===== src/rtl/serial_add_ctrl_pkg.sv =====
// Shared types and constants for the bit-serial adder controller.
// Optional subtract support is enabled by defining SERIAL_SUB_EN.
package serial_add_ctrl_pkg;

    localparam int SA_WIDTH = 16;

    typedef enum logic [1:0] {
        ST_IDLE = 2'd0,
        ST_RUN  = 2'd1,
        ST_DONE = 2'd2
    } state_e;

    // Signed overflow: like-signed operands producing an opposite-signed result.
    function automatic logic ovf_f(
        input logic a_msb,
        input logic b_msb,
        input logic s_msb
    );
        return (a_msb == b_msb) && (s_msb != a_msb);
    endfunction

endpackage


===== src/rtl/serial_add_ctrl_full_adder.sv =====
// Single-bit full adder cell shared by the serial adder datapath.
// Purely combinational.
module full_adder (
    input  logic in1,
    input  logic in2,
    input  logic cin,
    output logic sum,
    output logic cout
);

    assign sum  = in1 ^ in2 ^ cin;
    assign cout = (in1 & in2) | (in1 & cin) | (in2 & cin);

endmodule


===== src/rtl/serial_add_ctrl.sv =====
// Bit-serial adder: one full_adder cell iterated LSB first over WIDTH cycles.
// Define SERIAL_SUB_EN to add the sub port (a - b via inverted b and carry-in 1).
module serial_add_ctrl
    import serial_add_ctrl_pkg::*;
#(
    parameter int WIDTH = SA_WIDTH
) (
    input  logic             clk,
    input  logic             rst,
    input  logic             start,
    input  logic [WIDTH-1:0] a,
    input  logic [WIDTH-1:0] b,
`ifdef SERIAL_SUB_EN
    input  logic             sub,
`endif
    output logic             busy,
    output logic             done,
    output logic [WIDTH-1:0] sum,
    output logic             cout,
    output logic             overflow
);

    localparam int CW = (WIDTH > 1) ? $clog2(WIDTH) : 1;
    localparam logic [CW-1:0] LAST = CW'(WIDTH - 1);

    state_e           state_q;
    logic [WIDTH-1:0] sa_q;
    logic [WIDTH-1:0] sb_q;
    logic [WIDTH-1:0] sr_q;
    logic [CW-1:0]    cnt_q;
    logic             carry_q;
    logic             busy_q;
    logic             done_q;
    logic [WIDTH-1:0] sum_q;
    logic             cout_q;
    logic             ovf_q;

    logic [WIDTH-1:0] sb_d;
    logic             carry_d;
    logic [WIDTH-1:0] sr_d;
    logic             fa_sum;
    logic             fa_cout;

`ifdef SERIAL_SUB_EN
    always_comb begin
        sb_d    = sub ? ~b : b;
        carry_d = sub;
    end
`else
    always_comb begin
        sb_d    = b;
        carry_d = 1'b0;
    end
`endif

    full_adder u_fa (
        .in1  (sa_q[0]),
        .in2  (sb_q[0]),
        .cin  (carry_q),
        .sum  (fa_sum),
        .cout (fa_cout)
    );

    assign sr_d = {fa_sum, sr_q[WIDTH-1:1]};

    always_ff @(posedge clk or posedge rst) begin
        if (rst) begin
            state_q <= ST_IDLE;
            sa_q    <= '0;
            sb_q    <= '0;
            sr_q    <= '0;
            cnt_q   <= '0;
            carry_q <= 1'b0;
            busy_q  <= 1'b0;
            done_q  <= 1'b0;
            sum_q   <= '0;
            cout_q  <= 1'b0;
            ovf_q   <= 1'b0;
        end else begin
            unique case (state_q)
                ST_IDLE: begin
                    if (start) begin
                        sa_q    <= a;
                        sb_q    <= sb_d;
                        carry_q <= carry_d;
                        cnt_q   <= '0;
                        busy_q  <= 1'b1;
                        state_q <= ST_RUN;
                    end
                end
                ST_RUN: begin
                    sr_q    <= sr_d;
                    sa_q    <= sa_q >> 1;
                    sb_q    <= sb_q >> 1;
                    carry_q <= fa_cout;
                    if (cnt_q == LAST) begin
                        // MSB step: operand bits still sit at position 0 here
                        sum_q   <= sr_d;
                        cout_q  <= fa_cout;
                        ovf_q   <= ovf_f(sa_q[0], sb_q[0], fa_sum);
                        done_q  <= 1'b1;
                        state_q <= ST_DONE;
                    end else begin
                        cnt_q <= cnt_q + 1'b1;
                    end
                end
                ST_DONE: begin
                    done_q  <= 1'b0;
                    busy_q  <= 1'b0;
                    state_q <= ST_IDLE;
                end
                default: begin
                    done_q  <= 1'b0;
                    busy_q  <= 1'b0;
                    state_q <= ST_IDLE;
                end
            endcase
        end
    end

    assign busy     = busy_q;
    assign done     = done_q;
    assign sum      = sum_q;
    assign cout     = cout_q;
    assign overflow = ovf_q;

endmodule

===== config.mk =====
export PLATFORM = sky130hd
export DESIGN_NAME = serial_add_ctrl
export DESIGN_NICKNAME = d
export VERILOG_FILES = /design/src/rtl/serial_add_ctrl_pkg.sv /design/src/rtl/serial_add_ctrl_full_adder.sv /design/src/rtl/serial_add_ctrl.sv
export SDC_FILE = /design/constraint.sdc
export NUM_CORES = 1
export LEC_CHECK = 0
export BUFFER_PORTS_ARGS = -buffer_cell sky130_fd_sc_hd__buf_4
export CAP_MARGIN = 20
export CELL_PAD_IN_SITES_DETAIL_PLACEMENT = 0
export CELL_PAD_IN_SITES_GLOBAL_PLACEMENT = 1
export CORE_MARGIN = 10
export CORE_UTILIZATION = 44
export CTS_CLUSTER_DIAMETER = 100
export DETAILED_ROUTE_END_ITERATION = 8
export GPL_ROUTABILITY_DRIVEN = 0
export HOLD_SLACK_MARGIN = 0.08
export PLACE_DENSITY = 0.79
export SLEW_MARGIN = 20
export SYNTH_ARGS = -nofsm -noshare
export SYNTH_HDL_FRONTEND = slang
export SYNTH_SLANG_ARGS = --single-unit

===== constraint.sdc =====
create_clock -name clk -period 2.7 [get_ports clk]
set_input_delay 0.27 -clock clk [delete_from_list [all_inputs] [get_ports clk]]
set_output_delay 0.27 -clock clk [all_outputs]
set_load 0.005 [all_outputs]

=== Yosys cells after proc, flatten, opt, wreduce, memory -nomap -nowiden ===
Cells that the tools add are included.

* Flip-flop bits (word level): 75
* Output and inout bits: 20
* Logic and storage cells: 53

* Add/subtract/negate cells: 1
* Equal/unequal tests: 7
* Mux-type cells: 16
* Bitwise logic cells: 9
* Reductions and logical operators: 9

{| class="wikitable"
|+ Operator list
! cell !! number
|-
| $pmux W16 S2 || 2
|-
| $mux W16 || 2
|-
| $reduce_and A2 Y1 || 5
|-
| $mux W4 || 2
|-
| $pmux W4 S2 || 1
|-
| $ne A2 B2 Y1 const B || 3
|-
| $pmux W1 S2 || 3
|-
| $add A4 B1 Y4 const B || 1
|-
| $eq A4 B4 Y1 const B || 1
|-
| $mux W2 || 2
|-
| $pmux W2 S2 || 1
|-
| $and A1 B1 Y1 || 3
|-
| $mux W1 || 3
|-
| $reduce_and A3 Y1 || 1
|-
| $eq A2 B1 Y1 const B || 1
|-
| $logic_not A2 Y1 || 1
|-
| $not A1 Y1 || 2
|-
| $or A1 B1 Y1 || 2
|-
| $reduce_bool A2 Y1 || 1
|-
| $xor A1 B1 Y1 || 2
|-
| $eq A1 B1 Y1 || 1
|-
| $logic_and A1 B1 Y1 || 1
|-
| $ne A1 B1 Y1 || 1
|}

=== Logic depth before layout (Yosys ltp) ===
* Word-level depth: 4
* Depth in mapped cells: 7

=== By module ===
A second synthesis with hierarchy kept.

* Cells, all modules: 292
* Area, all modules: 3240.6 µm²

{| class="wikitable"
|+ Modules (own cells, without submodules)
! module !! times used !! cells an instance !! area an instance (µm²) !! seq. area each (µm²)
|-
| serial_add_ctrl || 1 || 291 || 3220.6 || 1851.8
|-
| full_adder || 1 || 1 || 20.0 || 0.0
|}

=== Least setup slack after synthesis ===
OpenSTA, ideal clock, no wires.

* Kind: flip-flop to flip-flop
* Start: reg cnt_q[0]
* End: reg cout_q, in the netlist cout
* Library setup time: 125 ps
* Arrival: 1426 ps
* Path slack: 1150 ps
* Stages on the path, launching flop included: 6
* Period minus slack after synthesis: 1550 ps
* Cell sequence: dfrtp_1 -> ha_1 -> nand4_2 -> nor2_4 -> buf_6 -> mux2_2

* Cells in the longest elaborated chain, start to end: 2

{| class="wikitable"
|+ RTL lines
! item !! RTL line !! source
|-
| from (decl) || serial_add_ctrl.sv:30 || <nowiki>logic [CW-1:0] cnt_q;</nowiki>
|-
| from (signal assigned) || serial_add_ctrl.sv:104 || <nowiki>cnt_q <= cnt_q + 1'b1;</nowiki>
|-
| $eq A4 B4 Y1 || serial_add_ctrl.sv:96 || <nowiki>if (cnt_q == LAST) begin</nowiki>
|-
| $reduce_and A2 Y1 (no line) || n/a ||
|-
| to (signal assigned) || serial_add_ctrl.sv:99 || <nowiki>cout_q <= fa_cout;</nowiki>
|-
| to (decl) || serial_add_ctrl.sv:35 || <nowiki>logic cout_q;</nowiki>
|}

No other way between the ends.
A chain may end at the register's enable or synchronous reset.

=== Worst setup path after layout ===
* Start: reg state_q[0]
* End: reg cnt_q[0]

* Cells in the longest elaborated chain, start to end: 3
* Elaborated cells on any way between the ends: 7
* Classes of those cells: eq/ne (3); mux (1); reduce/logical (3)

{| class="wikitable"
|+ RTL lines
! item !! RTL line !! source
|-
| from (decl) || serial_add_ctrl.sv:26 || <nowiki>state_e state_q;</nowiki>
|-
| from (signal assigned) || serial_add_ctrl.sv:68 || <nowiki>state_q <= ST_IDLE;</nowiki>
|-
| from (signal assigned) || serial_add_ctrl.sv:88 || <nowiki>state_q <= ST_RUN;</nowiki>
|-
| from (signal assigned) || serial_add_ctrl.sv:102 || <nowiki>state_q <= ST_DONE;</nowiki>
|-
| $eq A2 B1 Y1 / $logic_not A2 Y1 (equally long branches) || serial_add_ctrl.sv:80 || <nowiki>unique case (state_q)</nowiki>
|-
| $ne A2 B2 Y1 (no line) / $reduce_bool A2 Y1 (equally long branches) || n/a ||
|-
| $reduce_and A3 Y1 (no line) || n/a ||
|}

Parallel ways exist; a longest one is shown, timed or not.

==> results_dict.tcl <==
set metrics [dict create \
    status "complete, no violations" \
    clk_latency_ns 0.34 \
    cts_tree "built" \
    clkPwrFrac 0.208 \
    drtPass1Iterations 4 \
    max-vdd-ir-drop_v 0.000528 \
    routed-via-count 1990 \
    p_switching_mw 1.48 \
    finalSetupTns_ns 0 \
    hold_buffers 0 \
    total_power_mw 4.59 \
    arrival_ns 2.09 \
    syn_area_per_cell_um2 12.8 \
    mostFrequentLayoutCells "dfrtp_1 (74), buf_4 (57), nand2_1 (33)" \
    area_growth_syn_to_layout_pct 21.6 \
    end_kind "flop" \
    post_cts_buffers 0 \
    cts_buffers 9 \
    clock-skew-final_ns 0.0124 \
    final_nets 340 \
    dieArea_um2 11000 \
    power_density_nw_per_um2 1190 \
    synth_edf_count 0 \
    rsz0062_at_grt "no" \
    syn_nets 286 \
    track_usage 0.110 \
    route.final.wire_length_um 5940 \
    drc_errors 0 \
    core_area_um2 6910 \
    grt_busiest_layer "met2" \
    yosysWarningCount 0 \
    cts.sinks 74 \
    antenna_found_initial 0 \
    synth_flop_cell "dfrtp_1" \
    start_util 0.458 \
    timing.hold.ws_ns 0.0974 \
    internal_power_mw 3.11 \
    crit_type "flop to flop" \
    drv_slew 0 \
    fp.dieW_um 105 \
    worst_pin_slew_ns 0.897 \
    grt-ovfl-total 0 \
    p_comb_frac 0.367 \
    ys_ff_latch 74 \
    htree_levels 3 \
    rows 30 \
    cts.path.max_buffers 2 \
    drv_cap 0 \
    setup_violations 0 \
    viasPerCell 4.94 \
    grt_pass1_vias 2066 \
    use_met1 0.144 \
    finalCritPeriodShare 0.688 \
    leakage_nw 1.93 \
    drive_gt1_frac 0.362 \
    num_io_pins 55 \
    yosysSeqAreaShare 0.585 \
    wire_per_inst_um 14.7 \
    ys_types 30 \
    fmax_mhz 538 \
    dp_hpwl_um 4180 \
    die_y_um 105 \
    hold_viol 0 \
    ctsResizeCount 0 \
    ant_nets 0 \
    fin_cells 403 \
    synthesis.instances 248 \
    io_buffers 54 \
    finalCoreUtilization 0.557 \
    grt_pass1_wl_um 10000 \
    synthesis.area_um2 3160 \
    setup.worst_path.start_class "flop" \
    grt_max_degree 53 \
    path_clk_slew_ns 0.09 \
    swShare 0.323 \
    p_seq_frac 0.425 \
    n_antenna_cell 0 \
    clockRootBuffer "clkbuf_8" \
    dp.cells 387 \
    worstPathRequired_ns 2.93 \
    path_max_fanout 45 \
    slew_headroom 0.401 \
    groute.layer.met3.usage 0.0362 \
    final_common_cell "dfrtp_1" \
    worstHoldPathType "input port to asynchronous set/reset pin" \
    met2_usage 0.161 \
    period_minus_slack_ns 1.86 \
    async_flop_share 1.00 \
    drt_iter0_markers 83 \
]
[Yosys cell counts, types with 3 or more instances]
master    instances  share of area
dfrtp_1          74           0.59
o21ai_1           6         0.0095
o21ai_0          27          0.043
nand3_1           3         0.0047
mux2_2           32           0.11
mux2i_1          30          0.095
inv_1             4         0.0047
buf_4             4         0.0095
buf_6             3          0.011
a22o_1            3         0.0083
clkbuf_1          4         0.0047
nand2_1          33          0.039
nor2_1            4         0.0047
[cell type report]
| type | count | area [um^2] |
|---|---|---|
| clock buffer | 10 | 138 |
| fill | 637 | 3060 |
| inverter | 4 | 16.3 |
| multi-input combinational | 155 | 1180 |
| timing repair buffer | 58 | 448 |
| clock inverter | 6 | 90.1 |
| tap | 96 | 120 |
| sequential | 74 | 1850 |
[worst paths after layout]
path	from	end	slack (ns)	cells past startpoint
max in group asynchronous	rst	sa_q[12]	1.87	3
min reg2reg	sa_q[9]	sa_q[9]	0.48	2
min in group clk	a[15]	sa_q[15]	0.16	2
max	state_q[0]	cnt_q[0]	0.84	4
max reg2reg	state_q[0]	cnt_q[0]	0.84	4
min	rst	sum[15]	0.1	2
[flip-flops by register name, indices dropped and copies added, names as in the netlist]
signal    flops
overflow      1
busy          1
carry_q       1
sa_q         16
cnt_q         4
done          1
sb_q         16
sr_q         15
sum          16
cout          1
state_q       2
[cell families (layout without fill, tap and decap cells)]
logic type	after synthesis	after routing	synth area share
AO/OA/AOI/OAI	43	43	0.0771
buffers and inverters	19	78	0.0455
adder cells (fa/ha/maj)	3	3	0.0142
AND/OR/NAND/NOR	46	46	0.0661
flip-flops	74	74	0.585
multiplexers	62	62	0.209
XOR/XNOR	1	1	0.00277
[per-stage QoR]
stage	setup WS [ns]	cell area (um^2)
after detailed placement	0.839	3620
after floorplan	0.548	3160
after CTS	0.803	3850
after global placement	0.902	3620
final	0.841	3850
after global routing	0.697	3850
[power groups by stage]
stage	Combinational, mW	Sequential [mW]	Clock [mW]
6_report	1.68	1.95	0.956
5_1_grt	1.89	2.03	1.02
4_1_cts	1.73	1.96	0.979
3_5_place_dp	1.73	1.98	0
3_3_place_gp	1.67	1.96	0
2_1_floorplan	1.36	1.88	0
[worst max-delay path: stages (launching register included)]
cell	delay, ns
dfrtp_1	0.47
o21bai_4	0.47
buf_4	0.45
nor2_1	0.14
o21ai_0	0.22
[layer usage]
layer	up-vias	part of all wire
li1	976	-
met4	0	0.012
met1	964	0.49
met2	44	0.45
met3	6	0.050
met5	-	0
Power figures use the tool's default switching activity.
